## src/rtl/fetch_pkg.sv

```systemverilog
// Shared fetch-stage types and constants: word width, the canonical NOP and the IF/ID payload.
package fetch_pkg;

  localparam int XLEN = 32;
  localparam logic [XLEN-1:0] NOP_INSTR = 32'h0000_0013;
  localparam logic [XLEN-1:0] RESET_PC_DEFAULT = 32'h0000_0000;

  typedef struct packed {
    logic            valid;
    logic            fetch_err;
    logic [XLEN-1:0] pc;
    logic [XLEN-1:0] instr;
  } if_id_t;

endpackage

```

## src/rtl/instr_fetch_unit_pc_reg.sv

```systemverilog
// Program counter with redirect > stall > +4 next-PC selection and a sticky misaligned-target flag.
module pc_reg
  import fetch_pkg::*;
#(
  parameter logic [XLEN-1:0] RESET_PC = RESET_PC_DEFAULT
) (
  input  logic            clk_i,
  input  logic            rst_ni,
  input  logic            stall_i,
  input  logic            redirect_i,
  input  logic [XLEN-1:0] redirect_pc_i,
  output logic [XLEN-1:0] pc_o,
  output logic            misalign_err_o
);

  logic [XLEN-1:0] pc_q, pc_d;
  logic            misalign_q, misalign_d;

  always_comb begin
    pc_d = pc_q;
    if (redirect_i) begin
      pc_d = {redirect_pc_i[XLEN-1:2], 2'b00};
    end else if (!stall_i) begin
      pc_d = pc_q + XLEN'(4);
    end
    misalign_d = misalign_q | (redirect_i & (|redirect_pc_i[1:0]));
  end

  always_ff @(posedge clk_i or negedge rst_ni) begin
    if (!rst_ni) begin
      pc_q       <= RESET_PC;
      misalign_q <= 1'b0;
    end else begin
      pc_q       <= pc_d;
      misalign_q <= misalign_d;
    end
  end

  assign pc_o           = pc_q;
  assign misalign_err_o = misalign_q;

endmodule

```

## src/rtl/instr_fetch_unit.sv

```systemverilog
// RV32I fetch stage: drives the ROM word address from the PC and captures the fetched word into IF/ID.
module instr_fetch_unit
  import fetch_pkg::*;
#(
  parameter int              ROM_DEPTH = 1024,
  parameter logic [XLEN-1:0] RESET_PC  = RESET_PC_DEFAULT,
  localparam int             AW        = $clog2(ROM_DEPTH)
) (
  input  logic            CLK,
  input  logic            RESET_N,
  input  logic            stall,
  input  logic            redirect,
  input  logic [XLEN-1:0] redirect_pc,
  output logic [AW-1:0]   rom_addr,
  input  logic [XLEN-1:0] rom_data,
  output logic            if_id_valid,
  output logic [XLEN-1:0] if_id_instr,
  output logic [XLEN-1:0] if_id_pc,
  output logic            if_id_fetch_err,
  output logic            misalign_err
);

  logic [XLEN-1:0] pc_q;
  logic            in_range;
  if_id_t          if_id_q, if_id_d;

  pc_reg #(
    .RESET_PC(RESET_PC)
  ) u_pc_reg (
    .clk_i         (CLK),
    .rst_ni        (RESET_N),
    .stall_i       (stall),
    .redirect_i    (redirect),
    .redirect_pc_i (redirect_pc),
    .pc_o          (pc_q),
    .misalign_err_o(misalign_err)
  );

  // Addresses past the ROM fault instead of aliasing back onto low words.
  assign in_range = (pc_q[XLEN-1:AW+2] == '0);
  assign rom_addr = pc_q[AW+1:2];

  always_comb begin
    if_id_d = if_id_q;
    if (redirect) begin
      if_id_d.valid     = 1'b0;
      if_id_d.fetch_err = 1'b0;
      if_id_d.pc        = '0;
      if_id_d.instr     = NOP_INSTR;
    end else if (!stall) begin
      if_id_d.valid     = 1'b1;
      if_id_d.fetch_err = ~in_range;
      if_id_d.pc        = pc_q;
      if_id_d.instr     = in_range ? rom_data : NOP_INSTR;
    end
  end

  always_ff @(posedge CLK or negedge RESET_N) begin
    if (!RESET_N) begin
      if_id_q.valid     <= 1'b0;
      if_id_q.fetch_err <= 1'b0;
      if_id_q.pc        <= '0;
      if_id_q.instr     <= NOP_INSTR;
    end else begin
      if_id_q <= if_id_d;
    end
  end

  assign if_id_valid     = if_id_q.valid;
  assign if_id_instr     = if_id_q.instr;
  assign if_id_pc        = if_id_q.pc;
  assign if_id_fetch_err = if_id_q.fetch_err;

endmodule

```

## config.mk

```make
export PLATFORM = sky130hd
export DESIGN_NAME = instr_fetch_unit
export DESIGN_NICKNAME = d
export VERILOG_FILES = /design/src/rtl/fetch_pkg.sv /design/src/rtl/instr_fetch_unit_pc_reg.sv /design/src/rtl/instr_fetch_unit.sv
export SDC_FILE = /design/constraint.sdc
export NUM_CORES = 1
export LEC_CHECK = 0
export CORE_ASPECT_RATIO = 2
export CORE_UTILIZATION = 40
export DETAILED_ROUTE_END_ITERATION = 8
export GPL_TIMING_DRIVEN = 0
export PLACE_DENSITY_LB_ADDON = 0.12
export SYNTH_ARGS = -nofsm -noshare
export SYNTH_HDL_FRONTEND = slang
export SYNTH_SLANG_ARGS = --single-unit
```

## constraint.sdc

```tcl
create_clock -name CLK -period 2.4 [get_ports CLK]
set_clock_uncertainty 0.2 [all_clocks]
set_input_delay 0.24 -clock CLK [delete_from_list [all_inputs] [get_ports CLK]]
set_output_delay 0.24 -clock CLK [all_outputs]
set_load 0.005 [all_outputs]
```

==> summary.txt, run 1 <==
Floorplanning
  • Rows: 53
  • Core footprint: roughly 11,000 um^2
  • Die Wd: about 76 um
  • Die ar.: 11,400 um^2
  • I/O pin count: 145
  • Starting Density: 0.414
  • Die Span Y: roughly 150 um

Worst setup path
  • Cells along the critical path: clkdlybuf4s50_1, and4b_1, buf_2, nand2_1, clkbuf_1, or4_1, a31oi_1
  • Critical path buffers and inverters: 3
  • Cells on worst reg2reg path: 6
  • Worst EP required: between 2000 and 2500 ps
  • Critical-path top delay cell: clkdlybuf4s50_1
  • Crit. End Element: flip-flop
  • Critical path class: in2reg
  • Largest delay share family, worst path: buffers and inverters
  • Crit path DAT: 2340 ps
  • CP max stage delay: 550 ps
  • Worst reg2reg path endpoint: u_pc_reg.pc_o[25]
  • R2r setup slk: approximately 120 ps
  • RR Startpoint: u_pc_reg.pc_o[8]
  • Crit Path Max Fanout: 10
  • Startpoint types: primary input

Yosys
  • Most common cell in the synthesized netlist: dfrtp_1
  • Mapped Nets: around 480
  • Syn_area_per_cell: around 11 um^2
  • Post-Syn Area: between 4000 and 5000 um^2
  • Leading area contributor after synthesis: dfrtp_1
  • Cells after synthesis: roughly 410
  • Ys Warns: 0
  • Synth top area cells: dfrtp_1 53%, mux2i_1 6.9%, a22o_1 5.8%, nor2_1 4.3%, or4_1 2.6%
  • Seq/Total Area, Yosys: 0.551
  • Number of synthesized flops with an enable pin: 0
  • Post-synth top cells: 93 x dfrtp_1, 50 x nor2_1, 30 x mux2i_1
  • Share of the synthesized area in the top cell type: 0.533
  • Main synth FF type: dfrtp_1
  • Post-synth cell types: 38
  • Ys async rst share: 1.00
  • Number of synthesized register bits: 96

Drt
  • ANT nets after route: 0
  • WL/cell: ~17 um
  • Pre-antenna DRT Iters: 5
  • Detailed Route Iter0 Violations: 178
  • Routed wire length: between 10,000 and 15,000 um
  • Drt via density: between 5 and 6
  • # DRC: 0
  • Vias: between 3,000 and 4,000

Clock network
  • # clock sinks: 96
  • Clock root cell: clkbuf_16
  • Total CTS buffers: 9
  • Worst-Skew Late Latency: ~340 ps
  • Bufs on Longest Clock Path: 2
  • CTS HTree Levels: 3
  • Clock transition at path regs: about 70 ps
  • CTS tree: done

Status
  • Outcome: finished, final reports clean

Cells and area
  • Ant. Diodes: 0
  • Post-layout util: 0.604
  • Layout cell share with drive strength beyond 1: 0.0979
  • Filler instances: between 900 and 1,000
  • Final nets: roughly 640
  • Layout area overhead: 45.9%
  • Final instance area: about 6400 um^2

STA
  • RSZ-0062 raised after global routing: no
  • Min Tclk post-route: 2290 ps
  • Setup Total Neg Slack: 0 ps
  • Hold Fails Final Rpt: 0
  • Final setup margin: approximately 110 ps
  • Setup violators final: 0
  • Fin. max-slew vios: 0
  • Rel. slew slack: 0.515
  • Worst-margin pin slew: ~730 ps
  • Final period util: 0.952
  • Max frequency: about 440 MHz
  • Hold Worst Slack: between 150 and 200 ps

Flow run
  • Max-Cap Viols: 0

Power
  • PD cells: roughly 600 nW/um^2
  • VDD IR max: 0.398 mV
  • P_leak: approximately 2.7 nW

Placement
  • Cell Area, Placed: 6000 um^2
  • HPWL after DPL: ~9000 um
  • Dpl ws: -323 ps
  • GPL Wtd Cong: roughly 0.8
  • PortBufs: roughly 140

Global routing
  • Largest net degree at the start of global routing: 66
  • Vias in the first global route: around 3,800
  • Total grt overflow: 0
  • Gr usage total: 0.225
  • First-pass GRT wire length: about 19,000 um
  • Initial antenna violation count: 0

Min path
  • Hold crit path type: in2async
cell families (layout without fill, tap and decap cells):
family,count (synthesis),count (layout),share of synthesized area
xor gates and xnor gates,12,12,0.0241
muxes,30,30,0.0688
adders and majority gates,1,1,0.00287
and+or+nand+nor,142,142,0.169
buffers and inverters,46,211,0.0525
AOI/OAI and AO/OA,80,80,0.132
DFF,96,96,0.551
how the worst max path moves through the flow:
stage | endpoint | depth (start not counted) | from | slack (ps)
global route | u_pc_reg.pc_o[27] | 6 | u_pc_reg.pc_o[8] | 0.08
CTS | if_id_pc[24] | 5 | stall | 5
detailed placement | if_id_pc[28] | 5 | stall | -320
global placement | if_id_pc[3] | 1 | RESET_N | -2660
floorplan | u_pc_reg.pc_o[21] | 6 | u_pc_reg.pc_o[13] | 360
finish | u_pc_reg.pc_o[21] | 7 | stall | 110
per-stage QoR:
stage | power, mW | instances
2_1_floorplan | 2.03 | 407
3_3_place_gp | 2.37 | 688
3_5_place_dp | 2.38 | 689
4_1_cts | 3.84 | 706
5_1_grt | 3.98 | 709
6_report | 3.81 | 709
layout make-up:
cell class	count	area (um^2)	area share
clock buffer	12	246	0.0387
inverter	7	26.3	0.00413
buffer	39	209	0.0328
clock inverter	4	52.6	0.00825
timing repair buffer	149	1500	0.235
multi-input combinational	265	1750	0.275
sequential	96	2410	0.378
tap	137	171	0.0269
per-layer routing:
layer	vias up	global-route usage	routed length, um
li1	1786	-	-
met1	1797	0.239	4310
met2	147	0.399	6540
met3	35	0.0485	611
met4	0	0.119	510
met5	-	0	0
where the power goes:
| part | internal, mW | switching (mW) | leakage, nW | total, mW |
|---|---|---|---|---|
| clock | 0.841 | 0.611 | 0.147 | 1.45 |
| sequential | 1.70 | 0.107 | 1.23 | 1.81 |
| combinational | 0.318 | 0.229 | 1.32 | 0.546 |
what timing repair did:
item                                    in CTS  in global routing
resized for setup                            4                 10
pin swaps                                    0                  2
endpoints found under the setup margin      31                 37
hold buffers                                 1                  0
hold endpoints to repair                    31                  0
setup buffers                                0                  3
cloned                                       0                  0
registers in the layout, summed over array words and instances, names as in the netlist:
name and count:
if_id_fetch_err 1, if_id_pc 31, if_id_instr 32, u_pc_reg.misalign_err_o 1, if_id_valid 1, u_pc_reg.pc_o 30
placed cells by master, fill, tap and decap left out, types with 7 or more instances in the layout:
cell             count
inv_1                7
nand2_1             22
mux2i_1             30
o21ai_0             15
nor4_1               7
nand4_1              8
a31oi_1             14
or4_1               15
clkdlybuf4s50_1    143
a22o_1              29
dfrtp_1             90
nor2_1              50
nand3_1             16
o31ai_1             11
clkbuf_16            9
buf_4               15
clkbuf_1            17
Note: power is estimated with default switching activity, not from simulation.
==> inputs of run 2 (changes only) <==
--- a/config.mk
+++ b/config.mk
@@ -7,6 +7,7 @@
 export LEC_CHECK = 0
 export CORE_ASPECT_RATIO = 2
 export CORE_UTILIZATION = 40
+export CTS_CLUSTER_DIAMETER = 40
 export DETAILED_ROUTE_END_ITERATION = 8
 export GPL_TIMING_DRIVEN = 0
 export PLACE_DENSITY_LB_ADDON = 0.12
==> results of run 2 <==
Same layout as run 1: the final DEF is identical, and so are final timing and power.
